## src/rtl/cpu_ctrl_pkg.sv

```systemverilog
// rtl/cpu_ctrl_pkg.sv - shared state encoding for the multi-cycle CPU control FSM
//
// Purpose : single source of the control FSM state encoding. The state bus is
//           exported as-is, and the program counter decodes it directly
//           (PC loads only in ST_PC_UPDATE).
// Contents: STATE_W   - width of the state bus
//           state_t   - FSM state enum with fixed encodings
package cpu_ctrl_pkg;

  localparam int STATE_W = 3;

  typedef enum logic [STATE_W-1:0] {
    ST_FETCH     = 3'b000,
    ST_DECODE    = 3'b001,
    ST_EXECUTE   = 3'b010,
    ST_PC_UPDATE = 3'b011,
    ST_MEM       = 3'b100,
    ST_WB        = 3'b101,
    ST_FAULT     = 3'b110,
    ST_HALT      = 3'b111
  } state_t;

endpackage

```

## src/rtl/mem_wait_timer.sv

```systemverilog
// rtl/mem_wait_timer.sv - memory request wait counter with timeout compare
//
// Purpose : counts the cycles that a memory request has been outstanding without
//           an ack. It flags expiry in the cycle where the request has gone unacked
//           for TIMEOUT_CYCLES cycles. TIMEOUT_CYCLES = 0 disables expiry.
// Ports   : clk      in  1  rising-edge clock
//           reset_n  in  1  asynchronous active-low reset
//           waiting  in  1  a memory request is outstanding this cycle
//           ack      in  1  the outstanding request is acked this cycle
//           expired  out 1  request has waited TIMEOUT_CYCLES cycles with no ack
module mem_wait_timer #(
  parameter int unsigned TIMEOUT_CYCLES = 255
) (
  input  logic clk,
  input  logic reset_n,
  input  logic waiting,
  input  logic ack,
  output logic expired
);

  localparam int unsigned CNT_W = (TIMEOUT_CYCLES > 0) ? $clog2(TIMEOUT_CYCLES + 1) : 1;
  localparam int unsigned LIMIT = (TIMEOUT_CYCLES > 0) ? TIMEOUT_CYCLES - 1 : 0;
  localparam logic [CNT_W-1:0] CNT_MAX = '1;
  localparam logic [CNT_W-1:0] LIMIT_V = CNT_W'(LIMIT);

  logic [CNT_W-1:0] cnt_q, cnt_d;

  // The counter holds the number of cycles already spent waiting, so the
  // cycle that completes TIMEOUT_CYCLES unacked cycles sees cnt_q == LIMIT.
  // An ack or any non-waiting state clears the counter. FETCH and MEM are
  // never entered back-to-back from each other, so this is equivalent to
  // clearing on entry.
  always_comb begin
    cnt_d = cnt_q;
    if (!waiting || ack) begin
      cnt_d = '0;
    end else if (cnt_q != CNT_MAX) begin
      cnt_d = cnt_q + CNT_W'(1);
    end
  end

  always_ff @(posedge clk or negedge reset_n) begin
    if (!reset_n) begin
      cnt_q <= '0;
    end else begin
      cnt_q <= cnt_d;
    end
  end

  // An ack in the expiry cycle wins, so expiry is gated with !ack.
  assign expired = (TIMEOUT_CYCLES != 0) && waiting && !ack && (cnt_q >= LIMIT_V);

endmodule

```

## src/rtl/multicycle_ctrl.sv

```systemverilog
// rtl/multicycle_ctrl.sv - multi-cycle CPU control FSM (fetch/decode/execute/mem/wb)
//
// Purpose : sequences one instruction at a time through FETCH, DECODE, EXECUTE,
//           MEM, WB and PC_UPDATE. Handshakes with instruction and data memory,
//           gates IR and register-file writes, and holds the registered branch
//           select. HALT and FAULT are absorbing until reset.
// Macro   : CPU_PERF_CNT_EN - when defined, cycle_count and instr_count are live
//           64-bit counters; otherwise both ports are tied to zero.
// Ports   : clk, reset_n                    clock, asynchronous active-low reset
//           imem_ack, dmem_ack              memory acks
//           is_load/is_store/is_branch      decoded class (valid DECODE..PC_UPDATE)
//           is_halt, branch_taken, stall    halt decode, ALU condition, freeze
//           state                           current FSM state (cpu_ctrl_pkg::state_t)
//           imem_req, ir_load               instruction fetch handshake / IR strobe
//           dmem_req, dmem_we               data access handshake / write enable
//           reg_write, instr_retired        WB and PC_UPDATE strobes (stall-gated)
//           pc_src                          registered branch select
//           halted, fault                   absorbing status
//           cycle_count, instr_count        performance counters
module multicycle_ctrl
  import cpu_ctrl_pkg::*;
#(
  parameter int unsigned TIMEOUT_CYCLES = 255
) (
  input  logic               clk,
  input  logic               reset_n,
  input  logic               imem_ack,
  input  logic               dmem_ack,
  input  logic               is_load,
  input  logic               is_store,
  input  logic               is_branch,
  input  logic               is_halt,
  input  logic               branch_taken,
  input  logic               stall,
  output logic [STATE_W-1:0] state,
  output logic               imem_req,
  output logic               ir_load,
  output logic               dmem_req,
  output logic               dmem_we,
  output logic               reg_write,
  output logic               pc_src,
  output logic               instr_retired,
  output logic               halted,
  output logic               fault,
  output logic [63:0]        cycle_count,
  output logic [63:0]        instr_count
);

  state_t state_q, state_d;
  logic   pc_src_q, pc_src_d;
  logic   mem_waiting;
  logic   mem_ack;
  logic   timeout;
  logic   store_cls;

  // Load wins if both class bits are ever set together.
  assign store_cls = is_store & ~is_load;

  assign mem_waiting = (state_q == ST_FETCH) || (state_q == ST_MEM);
  assign mem_ack     = (state_q == ST_FETCH) ? imem_ack : dmem_ack;

  mem_wait_timer #(
    .TIMEOUT_CYCLES (TIMEOUT_CYCLES)
  ) u_mem_wait_timer (
    .clk     (clk),
    .reset_n (reset_n),
    .waiting (mem_waiting),
    .ack     (mem_ack),
    .expired (timeout)
  );

  // Stall is not checked in FETCH and MEM: an ack there is a one-cycle event
  // and must be consumed even if a freeze is requested.
  always_comb begin
    state_d  = state_q;
    pc_src_d = pc_src_q;
    case (state_q)
      ST_FETCH: begin
        if (imem_ack) begin
          state_d = ST_DECODE;
        end else if (timeout) begin
          state_d = ST_FAULT;
        end
      end
      ST_DECODE: begin
        if (!stall) begin
          state_d = is_halt ? ST_HALT : ST_EXECUTE;
        end
      end
      ST_EXECUTE: begin
        if (!stall) begin
          pc_src_d = is_branch & branch_taken;
          if (is_load || is_store) begin
            state_d = ST_MEM;
          end else if (is_branch) begin
            state_d = ST_PC_UPDATE;
          end else begin
            state_d = ST_WB;
          end
        end
      end
      ST_MEM: begin
        if (dmem_ack) begin
          state_d = is_load ? ST_WB : ST_PC_UPDATE;
        end else if (timeout) begin
          state_d = ST_FAULT;
        end
      end
      ST_WB: begin
        if (!stall) begin
          state_d = ST_PC_UPDATE;
        end
      end
      ST_PC_UPDATE: begin
        if (!stall) begin
          state_d  = ST_FETCH;
          pc_src_d = 1'b0;
        end
      end
      ST_HALT, ST_FAULT: begin
        state_d = state_q;
      end
      default: begin
        state_d = ST_FAULT;
      end
    endcase
  end

  always_ff @(posedge clk or negedge reset_n) begin
    if (!reset_n) begin
      state_q  <= ST_FETCH;
      pc_src_q <= 1'b0;
    end else begin
      state_q  <= state_d;
      pc_src_q <= pc_src_d;
    end
  end

  assign state         = state_q;
  assign imem_req      = (state_q == ST_FETCH);
  // reset_n gate keeps the IR strobe quiet while reset is held with an ack present.
  assign ir_load       = reset_n & (state_q == ST_FETCH) & imem_ack;
  assign dmem_req      = (state_q == ST_MEM);
  assign dmem_we       = (state_q == ST_MEM) & store_cls;
  assign reg_write     = (state_q == ST_WB) & ~stall;
  assign pc_src        = pc_src_q;
  assign instr_retired = (state_q == ST_PC_UPDATE) & ~stall;
  assign halted        = (state_q == ST_HALT);
  assign fault         = (state_q == ST_FAULT);

`ifdef CPU_PERF_CNT_EN
  logic [63:0] cycle_count_q, cycle_count_d;
  logic [63:0] instr_count_q, instr_count_d;

  always_comb begin
    cycle_count_d = cycle_count_q;
    instr_count_d = instr_count_q;
    if (state_q != ST_HALT && state_q != ST_FAULT) begin
      cycle_count_d = cycle_count_q + 64'd1;
    end
    if (instr_retired) begin
      instr_count_d = instr_count_q + 64'd1;
    end
  end

  always_ff @(posedge clk or negedge reset_n) begin
    if (!reset_n) begin
      cycle_count_q <= 64'd0;
      instr_count_q <= 64'd0;
    end else begin
      cycle_count_q <= cycle_count_d;
      instr_count_q <= instr_count_d;
    end
  end

  assign cycle_count = cycle_count_q;
  assign instr_count = instr_count_q;
`else
  assign cycle_count = 64'd0;
  assign instr_count = 64'd0;
`endif

endmodule

```

## config.mk

```make
export PLATFORM = sky130hd
export DESIGN_NAME = multicycle_ctrl
export DESIGN_NICKNAME = d
export VERILOG_FILES = /design/src/rtl/cpu_ctrl_pkg.sv /design/src/rtl/mem_wait_timer.sv /design/src/rtl/multicycle_ctrl.sv
export SDC_FILE = /design/constraint.sdc
export NUM_CORES = 1
export LEC_CHECK = 0
export ABC_CLOCK_PERIOD_IN_PS = 3750
export CORE_AREA = 2 2 63 89
export CTS_CLUSTER_SIZE = 12
export DETAILED_ROUTE_END_ITERATION = 8
export DIE_AREA = 0 0 65 91
export PLACE_DENSITY = 0.87
export SLEW_MARGIN = 40
export SYNTH_ARGS = -nofsm -noshare
export SYNTH_HDL_FRONTEND = slang
export SYNTH_HIERARCHICAL = 1
export SYNTH_SLANG_ARGS = --single-unit
export TNS_END_PERCENT = 1
```

## constraint.sdc

```tcl
create_clock -name clk -period 3.75 [get_ports clk]
set_clock_uncertainty 0.05 [all_clocks]
set_input_delay 0.75 -clock clk [delete_from_list [all_inputs] [get_ports clk]]
set_output_delay 0.75 -clock clk [all_outputs]
set_load 0.05 [all_outputs]
```

==> impl_metrics.json, run 1 <==
{
  "r2r_cells": 8,
  "combPwrFrac": 0.670,
  "cts_buffers": 3,
  "p_seq_frac": 0.214,
  "tightestPinTransition_ps": 502,
  "hold_depth": 2,
  "wl_per_cell_um": 9.22,
  "timing.max_slew.rel_slack": 0.664,
  "final_max_slew_viol_count": 0,
  "cp.depth": 5,
  "root_buffer": "clkbuf_8",
  "fin_setup_tns_ps": 0,
  "min_to": "pc_src$_DFFE_PN0P_",
  "pin_count": 150,
  "ctsResizeCount": 0,
  "drive_gt1_frac": 0.0402,
  "cts.clk_slew.worst_paths_ps": 50,
  "area_growth_pct": -8.86,
  "via_per_inst": 3.93,
  "dieWidth_um": 65,
  "synth.avg_cell_area_um2": 7.92,
  "max-clock-path-buffers": 2,
  "synth_top_flop_cell": "dfrtp_1",
  "ys_types": 38,
  "grt.total_usage": 0.0873,
  "seq_area_frac_synth": 0.166,
  "initial_core_util": 0.356,
  "period_minus_slack_ps": 3200,
  "synth.ff_latch_count": 12,
  "maxCapViolCount": 0,
  "hpwlAfterDp_mm": 2.41,
  "ctsHtreeMaxLevel": 1,
  "slowest_delay_ps": 810,
  "pwr-share-clk": 0.116,
  "coreArea_mm2": 0.00508,
  "syn_area_mm2": 0.00181,
  "diodes": 0,
  "remaining_drc_errors": 0,
  "r2r-end": "state[1]$_DFFE_PN0P_",
  "totalWireLength_mm": 2.90,
  "criticalPathCategory": "input port to output pin",
  "grt_first_pass_wirelength_mm": 4.20,
  "worstPathCellList": "clkdlybuf4s50_1, nor2_1, nand2_1, nor2_1, clkdlybuf4s50_1",
  "ys_warn_count": 6,
  "worstPathMaxFanout": 6,
  "p_leak_nw": 0.863,
  "synth_commonest_cells": "129 x buf_4, 12 x dfrtp_1, 12 x nand2_1, 8 x nor2_1, 6 x nor3_1",
  "nFillCells": 535,
  "post-route-period-util": 0.854,
  "finalHoldViolations": 0,
  "first_pass_iters": 4,
  "cts_hold_buf": 0,
  "multi_input_area_um2": 990,
  "yosysTopAreaCell": "buf_4",
  "clkLatencyLatePin_ps": 240,
  "drtIter0Drc": 42,
  "status": "complete, no violations",
  "rrSetupSlack_ps": 1250,
  "grt_max_degree": 17,
  "rsz0062_at_grt": "no",
  "fin_nets": 263,
  "rr_startpoint": "state[1]$_DFFE_PN0P_",
  "seq_area_um2": 300,
  "critical_path.startpoint": "stall",
  "netlist_instances": 228,
  "grt_pass1_vias": 952,
  "die_area_mm2": 0.00592,
  "dr_total_vias": 1237,
  "critPathBufInv": 2,
  "antenna_found_initial": 0,
  "yosysMostFrequentCell": "buf_4",
  "crit_required_ps": 2950,
  "rows": 31,
  "min_path_type": "flip-flop to flip-flop",
  "ir_drop_uv": 431,
  "p_per_area_mw_per_mm2": 634,
  "cts_tree": "done",
  "crit_path_end_kind": "output pin",
  "max_freq_mhz": 312,
  "postCtsSetupRepairBufs": 0,
  "cp.arrival_ps": 2400,
  "routabilityCongestion": 0.786,
  "holdWs_ps": 452,
  "power.switching_w": 0.000668,
  "path_delay_family": "buffers and inverters",
  "synthDominantCellAreaShare": 0.536,
  "hold_start": "pc_src$_DFFE_PN0P_",
  "die_h_um": 91,
  "final-setup-viol-count": 0,
  "intPower_w": 0.000376,
  "ant_nets": 0,
  "swShare": 0.640,
  "worstSetupStartpointType": "input port",
  "grt.overflow.total": 0,
  "clock-sinks": 12,
  "port_buffers": 21,
  "synth_edf_count": 0,
  "p_total_w": 0.00104,
  "crit_slowest_cell": "clkdlybuf4s50_1",
  "synth_area_leaders": "buf_4 54%, dfrtp_1 17%, nand2_1 2.5%, a31oi_1 1.7%, nor3_1 1.7%",
  "ys_async_sr_fraction": 1.00
}
## worst min-delay path, stage by stage (launching register included)
cell and delay (ps):
dfrtp_1 350, nand2_1 60, o31ai_1 60
## cell usage in the layout (no fill, tap or decap), types with 2 or more instances in the layout
master / synthesis / layout
dfrtp_1: 12 / 12
nand3_1: 4 / 4
o21bai_1: 2 / 2
nor3b_1: 2 / 2
ha_1: 2 / 2
o31ai_1: 2 / 2
nand4_2: 2 / 2
inv_1: 4 / 4
o21ai_0: 4 / 4
clkbuf_8: 0 / 3
nor3_2: 2 / 2
a22oi_1: 2 / 2
nand2_1: 12 / 12
and3_1: 2 / 2
nor3_1: 6 / 6
a21oi_1: 4 / 4
nor2_1: 8 / 8
o311a_1: 2 / 2
nand2b_1: 3 / 3
clkdlybuf4s50_1: 0 / 21
a31oi_1: 5 / 5
conb_1: 1 / 128
## flip-flops by register name (all words and copies together) (netlist names)
name	flops
state	3
u_mem_wait_timer/cnt_q	8
pc_src	1
## final cells by class
cell class | instances | area share
Inverter | 4 | 0.00912
Timing Repair Buffer | 22 | 0.132
Tap cell | 66 | 0.0502
Sequential cell | 12 | 0.182
Clock buffer | 3 | 0.0251
Multi-Input combinational cell | 208 | 0.601
## cells by family after synthesis
logic type	count (synthesis)	synth area share
buffers and inverters	135	0.550
AND/OR/NAND/NOR	48	0.150
AO/OA/AOI/OAI	29	0.111
flip-flops	12	0.166
adder cells (fa/ha/maj)	2	0.0138
multiplexers	1	0.00623
other	1	0.00208
## per-layer routing
layer	share of wire	track usage	up-vias
met4	0.022	0.0390	0
li1	-	-	548
met1	0.30	0.0847	577
met5	0	0	-
met2	0.55	0.174	105
met3	0.12	0.0124	7
## how the worst max path moves through the flow
| stage | slack [ps] | endpoint |
|---|---|---|
| finish | 550 | instr_retired |
| global route | 450 | instr_retired |
| CTS | 550 | instr_retired |
| detailed placement | 550 | instr_retired |
| global placement | 560 | instr_retired |
| floorplan | 720 | state[1]$_DFFE_PN0P_ |
## metrics by stage
step                      setup WS [ps]  cells   util  area [um^2]
after global routing                449    315  0.324         1650
after global placement              560    312  0.316         1610
after CTS                           551    315  0.324         1650
after detailed placement            551    312  0.316         1610
after floorplan                     721    355      -         2280
final                               549    315  0.324         1650
## power by group through the flow
stage	combinational [W]	sequential, W	clock (W)
final	0.000699	0.000224	0.000121
after floorplan	0.000638	0.000254	0
after global routing	0.000731	0.000230	0.000122
after CTS	0.000697	0.000221	0.000121
after detailed placement	0.000696	0.000222	0
after global placement	0.000690	0.000222	0
(Power assumes the default switching activity.)
==> run 2, diff against run 1 <==
--- a/config.mk
+++ b/config.mk
@@ -10,6 +10,7 @@
 export CTS_CLUSTER_SIZE = 12
 export DETAILED_ROUTE_END_ITERATION = 8
 export DIE_AREA = 0 0 65 91
+export HOLD_SLACK_MARGIN = 0.12
 export PLACE_DENSITY = 0.87
 export SLEW_MARGIN = 40
 export SYNTH_ARGS = -nofsm -noshare
==> results of run 2 <==
Final layout, timing and power as in run 1 (identical DEF).
==> run 3, diff against run 2 <==
--- a/config.mk
+++ b/config.mk
@@ -5,13 +5,15 @@
 export SDC_FILE = /design/constraint.sdc
 export NUM_CORES = 1
 export LEC_CHECK = 0
+export ABC_AREA = 1
 export ABC_CLOCK_PERIOD_IN_PS = 3750
-export CORE_AREA = 2 2 63 89
+export CORE_AREA = 2 2 64 91
 export CTS_CLUSTER_SIZE = 12
 export DETAILED_ROUTE_END_ITERATION = 8
-export DIE_AREA = 0 0 65 91
+export DIE_AREA = 0 0 66 93
 export HOLD_SLACK_MARGIN = 0.12
-export PLACE_DENSITY = 0.87
+export PLACE_DENSITY = 0.86
+export SKIP_CTS_REPAIR_TIMING = 1
 export SLEW_MARGIN = 40
 export SYNTH_ARGS = -nofsm -noshare
 export SYNTH_HDL_FRONTEND = slang
==> run 3 against run 2 <==
Net effect: combinational power grew 16%; register-to-register slack is essentially flat; count of clock-buffer cells in the layout grew 1; critical endpoint is now reg_write; cell area grew 8.5%; largest cell class unchanged; sequential share of layout area shrank 1.4 points.
==> impl_metrics.json, run 3 <==
{
  "maxCapViolCount": 0,
  "period_minus_slack_ps": 3080,
  "synth_edf_count": 0,
  "hpwlAfterDp_mm": 2.53,
  "seq_area_frac_synth": 0.156,
  "post-route-period-util": 0.820,
  "ant_nets": 0,
  "yosysTopAreaCell": "buf_4",
  "criticalPathCategory": "input port to output pin",
  "synth.ff_latch_count": 12,
  "cts_tree": "done",
  "wl_per_cell_um": 8.28,
  "use_met3": 0.0265,
  "tightestPinTransition_ps": 569,
  "pin_count": 150,
  "clock-sinks": 12,
  "finalHoldViolations": 0,
  "nFillCells": 608,
  "netlist_instances": 270,
  "yosysMostFrequentCell": "buf_4",
  "synth_commonest_cells": "129 x buf_4, 30 x nand2_1, 26 x nor2_1, 19 x inv_1, 12 x dfrtp_1",
  "drive_gt1_frac": 0.0884,
  "p_per_area_mw_per_mm2": 657,
  "clkLatencyLatePin_ps": 250,
  "diodes": 0,
  "use_met1": 0.0873,
  "die_area_mm2": 0.00614,
  "final_cell_mix": "128 x conb_1, 30 x nand2_1, 26 x nor2_1",
  "slowest_delay_ps": 840,
  "place_area_mm2": 0.00173,
  "max_freq_mhz": 325,
  "synthDominantCellAreaShare": 0.504,
  "worstPathMaxFanout": 5,
  "fin_setup_tns_ps": 0,
  "via_per_inst": 3.65,
  "worstPathCellList": "clkdlybuf4s50_1, nor3_1, clkdlybuf4s50_1",
  "crit_path_end_kind": "output pin",
  "final-setup-viol-count": 0,
  "grt_util_met2": 0.158,
  "critPathBufInv": 2,
  "grt_pass1_vias": 1047,
  "mostFrequentLayoutCell": "conb_1",
  "remaining_drc_errors": 0,
  "drtIter0Drc": 20,
  "totalWireLength_mm": 3.00,
  "rows": 32,
  "root_buffer": "clkbuf_8",
  "rsz0062_at_grt": "no",
  "initial_core_util": 0.358,
  "antenna_found_initial": 0,
  "dieWidth_um": 66,
  "dr_total_vias": 1323,
  "crit_required_ps": 2950,
  "grt.total_usage": 0.0911,
  "cts.clk_slew.worst_paths_ps": 50,
  "grt.overflow.total": 0,
  "min_path_type": "flip-flop to flip-flop",
  "max-clock-path-buffers": 2,
  "ys_types": 26,
  "first_pass_iters": 4,
  "cp.arrival_ps": 2280,
  "multi_input_area_mm2": 0.00105,
  "synth_top_flop_cell": "dfrtp_1",
  "timing.max_slew.rel_slack": 0.617,
  "syn_area_mm2": 0.00192,
  "grt-busiest-layer": "met2",
  "grt_max_degree": 14,
  "cts_buffers": 3,
  "fin_nets": 307,
  "largest_reg_flops": 8,
  "grt_first_pass_wirelength_mm": 4.27,
  "ir_drop_uv": 437,
  "status": "complete, no violations",
  "crit_slowest_cell": "clkdlybuf4s50_1",
  "path_delay_family": "buffers and inverters",
  "crit_top_cell": "clkdlybuf4s50_1",
  "area_growth_pct": -7.09,
  "port_buffers": 21,
  "p_leak_nw": 1.06,
  "coreArea_mm2": 0.00537,
  "ctsHtreeMaxLevel": 1,
  "design_area_mm2": 0.00179,
  "die_h_um": 93,
  "routabilityCongestion": 0.828,
  "worstSetupStartpointType": "input port",
  "seq_area_um2": 300,
  "synth.avg_cell_area_um2": 7.12,
  "regMostFlops": "u_mem_wait_timer/cnt_q",
  "synth_area_leaders": "buf_4 50%, dfrtp_1 16%, nand2_1 5.9%, nor2_1 5.1%, inv_1 3.7%",
  "final_max_slew_viol_count": 0,
  "ys_async_sr_fraction": 1.00,
  "ys_warn_count": 6
}
-- run 3: cell count changes after synthesis, moves of 3 or more --
cell	previous run	this run
nor2_1	8	26
nor3_1	6	3
nand2_2	0	8
nand3_1	4	9
inv_1	4	19
inv_2	0	3
nand4_1	0	3
nand2b_1	3	0
a31oi_1	5	2
nand2_1	12	30
-- run 3: final cells by class --
| cell class | instances | share of cell area |
|---|---|---|
| Clock buffer | 4 | 0.0308 |
| Inverter | 22 | 0.0462 |
| Multi-Input combinational cell | 234 | 0.587 |
| Sequential cell | 12 | 0.168 |
| Tap cell | 68 | 0.0476 |
| Timing Repair Buffer | 22 | 0.120 |
-- run 3: through the flow --
stage          setup slack, ps   util  power [W]  hold slack, ps  instances
6_report                   675  0.333    0.00117             468        362
5_1_grt                    608  0.333    0.00124             530        362
4_1_cts                    654  0.333    0.00118             474        362
3_5_place_dp               672  0.323    0.00103             462        358
3_3_place_gp               667  0.323    0.00102             459        358
2_1_floorplan              812      -   0.000980             404        397
-- run 3: worst min-delay path, delay by kind of cell (launching register included) --
family	cells	cell delay (ps)
flip-flops	1	340
AO/OA/AOI/OAI	2	140
-- run 3: where the power goes --
group          total [W]  switching [W]  internal, W
Clock           0.000147      0.0000536    0.0000931
Combinational   0.000813       0.000639     0.000174
Sequential      0.000213      0.0000568     0.000156
-- run 3: path summary, 6_finish.rpt --
path,cells past startpoint,slack [ps],to,start
max,3,670,reg_write,stall
min,2,470,pc_src$_DFFE_PN0P_,pc_src$_DFFE_PN0P_
max reg2reg,14,1240,state[2]$_DFFE_PN0P_,state[1]$_DFFE_PN0P_
min reg2reg,2,470,pc_src$_DFFE_PN0P_,pc_src$_DFFE_PN0P_
max in group asynchronous,2,2730,u_mem_wait_timer/cnt_q[2]$_DFFE_PN0P_,reset_n
min in group asynchronous,2,750,u_mem_wait_timer/cnt_q[5]$_DFFE_PN0P_,reset_n
-- run 3: logic make-up (layout without fill, tap and decap cells) --
family	after synthesis	in the layout	synth area share
buffers and inverters	151	48	0.547
AO/OA/AOI/OAI	16	16	0.0521
flip-flops	12	12	0.156
AND/OR/NAND/NOR	88	88	0.230
other	1	128	0.00195
adder cells (fa/ha/maj)	2	2	0.0130
-- run 3: per-layer routing --
layer | up-vias | routed length (um) | share of wire
met4 | 0 | 141 | 0.047
met2 | 112 | 1460 | 0.49
met3 | 12 | 406 | 0.14
met1 | 577 | 983 | 0.33
li1 | 622 | - | -
met5 | - | 0 | 0
==> RTL change, RTL diff (flow settings as in run 2) <==
Put a register stage on the outputs `instr_retired` and `fault`, with the module's reset. The values now appear one clock later. The other outputs are not delayed to match.
--- a/src/rtl/multicycle_ctrl.sv
+++ b/src/rtl/multicycle_ctrl.sv
@@ -146,5 +146,12 @@
   assign pc_src        = pc_src_q;
-  assign instr_retired = (state_q == ST_PC_UPDATE) & ~stall;
   assign halted        = (state_q == ST_HALT);
-  assign fault         = (state_q == ST_FAULT);
+  always_ff @(posedge clk or negedge reset_n) begin
+    if (!reset_n) begin
+      instr_retired <= '0;
+      fault         <= '0;
+    end else begin
+      instr_retired <= (state_q == ST_PC_UPDATE) & ~stall;
+      fault         <= (state_q == ST_FAULT);
+    end
+  end
 
Function: changed (Yosys sat finds a counterexample within 4 cycles, from zero or initial values and one cycle with reset_n low).
==> RTL change against run 2 <==
  * Combinational power rose by 4.6%
  * Worst setup slack improved by 78 ps
  * Power rose by 6.9%
  * Sequential cell count rose by 2
  * Design area rose by 5.9%
  * Synthesized area rose by 6.2%
  * First-iteration DRC count rose by 24%
  * Wire length rose by 6.5%
  * Final cell count rose by 2.2%
  * Highest routed layer unchanged
==> RTL change: results <==
set metrics [dict create \
    grt_pass1_wl_um 4485 \
    nFillCells 565 \
    hold_path.class "flip-flop to flip-flop" \
    clock_latency_ps 240 \
    dpl-instance-area_sq_mm 0.001702 \
    status "complete, no violations" \
    synth.area.top_cells "buf_4, dfrtp_1, nand2_1, a21oi_1, nor3_1" \
    grt_max_degree 18 \
    grt_pass1_vias 981 \
    clockBufferDepth 2 \
    drive_gt1_share_pct 5.859 \
    grt.total_usage_pct 9.691 \
    synth_common_cells "buf_4, dfrtp_1, nand2_1" \
    drt-vias-per-instance 3.935 \
    clkTransAtPathRegs_ps 50 \
    drtIter0Drc 52 \
    antennaDiodeCount 0 \
    synth_flop_cell "dfrtp_1" \
    crit_arrival_ps 2320 \
    cts-root-buf "clkbuf_8" \
    largest_register_ffs 8 \
    dp_hpwl_um 2576 \
    max-vdd-ir-drop_mv 0.3634 \
    ff_latch_area_sq_um 350.3 \
    regMostFlops "u_mem_wait_timer/cnt_q" \
    leakage_nw 0.9160 \
    fin_nets 270 \
    numCtsBuffers 3 \
    cts-resized-gates 0 \
    yosysWarnings 6 \
    synthCells 235 \
    wire_per_inst_um 9.606 \
    tightestPinTransition_ps 553.8 \
    dr.pass1.iters 4 \
    ff2ff_setup_slack_ps 1170 \
    gp_congestion 0.8148 \
    instances_no_fill 322 \
    worst_hold_slack_ps 425.2 \
    async_flop_share_pct 100.0 \
    htreeDepth 1 \
    critPathMaxFanout 4 \
    ys_types 42 \
    seq_area_frac_synth_pct 18.26 \
]
[RTL change: metal layers]
| metal | track usage, % | wire [um] |
|---|---|---|
| met3 | 1.487 | 390 |
| met4 | 6.028 | 87 |
| met2 | 18.99 | 1721 |
| met5 | 0 | 0 |
| met1 | 8.826 | 894 |
[RTL change: path summary, 6_finish.rpt]
check | from | end | cells after the start
hold reg to reg | pc_src | pc_src | 2
setup / recovery | is_load | dmem_we | 3
hold / removal | pc_src | pc_src | 2
setup reg to reg | state[0] | state[1] | 8
min in group asynchronous | reset_n | u_mem_wait_timer/cnt_q[3] | 2
max in group asynchronous | reset_n | pc_src | 2
[RTL change: final cells by class]
cell class / count / share of cell area (%)
Sequential cell: 14 / 20.10
Tap cell: 66 / 4.738
Timing Repair Buffer: 22 / 12.35
Inverter: 6 / 1.292
Multi-Input combinational cell: 211 / 59.15
Clock buffer: 3 / 2.369
[RTL change: critical path: stages]
cell and delay (ps):
clkdlybuf4s50_1 500, and3b_1 270, clkdlybuf4s50_1 810
[RTL change: cells by family after synthesis]
logic type,after synthesis,synth area share (%)
mux,2,1.370
fa+ha+maj,2,1.304
flops,14,18.27
buf+inv,137,52.84
compound gates,31,10.70
simple gates,48,15.33
other cells,1,0.1955
[RTL change: through the flow]
stage	setup slack (ps)	power, mW
3_3_place_gp	614.8	0.9852
6_report	627.7	1.116
3_5_place_dp	607.3	0.9951
5_1_grt	547.4	1.176
4_1_cts	607.7	1.118
2_1_floorplan	875.3	0.9769
[RTL change: power by group]
group	leakage (nW)	switching (mW)	total, mW	internal, mW
combinational	0.707	0.558	0.731	0.172
clock	0.0216	0.0493	0.120	0.0710
sequential	0.187	0.0824	0.265	0.183
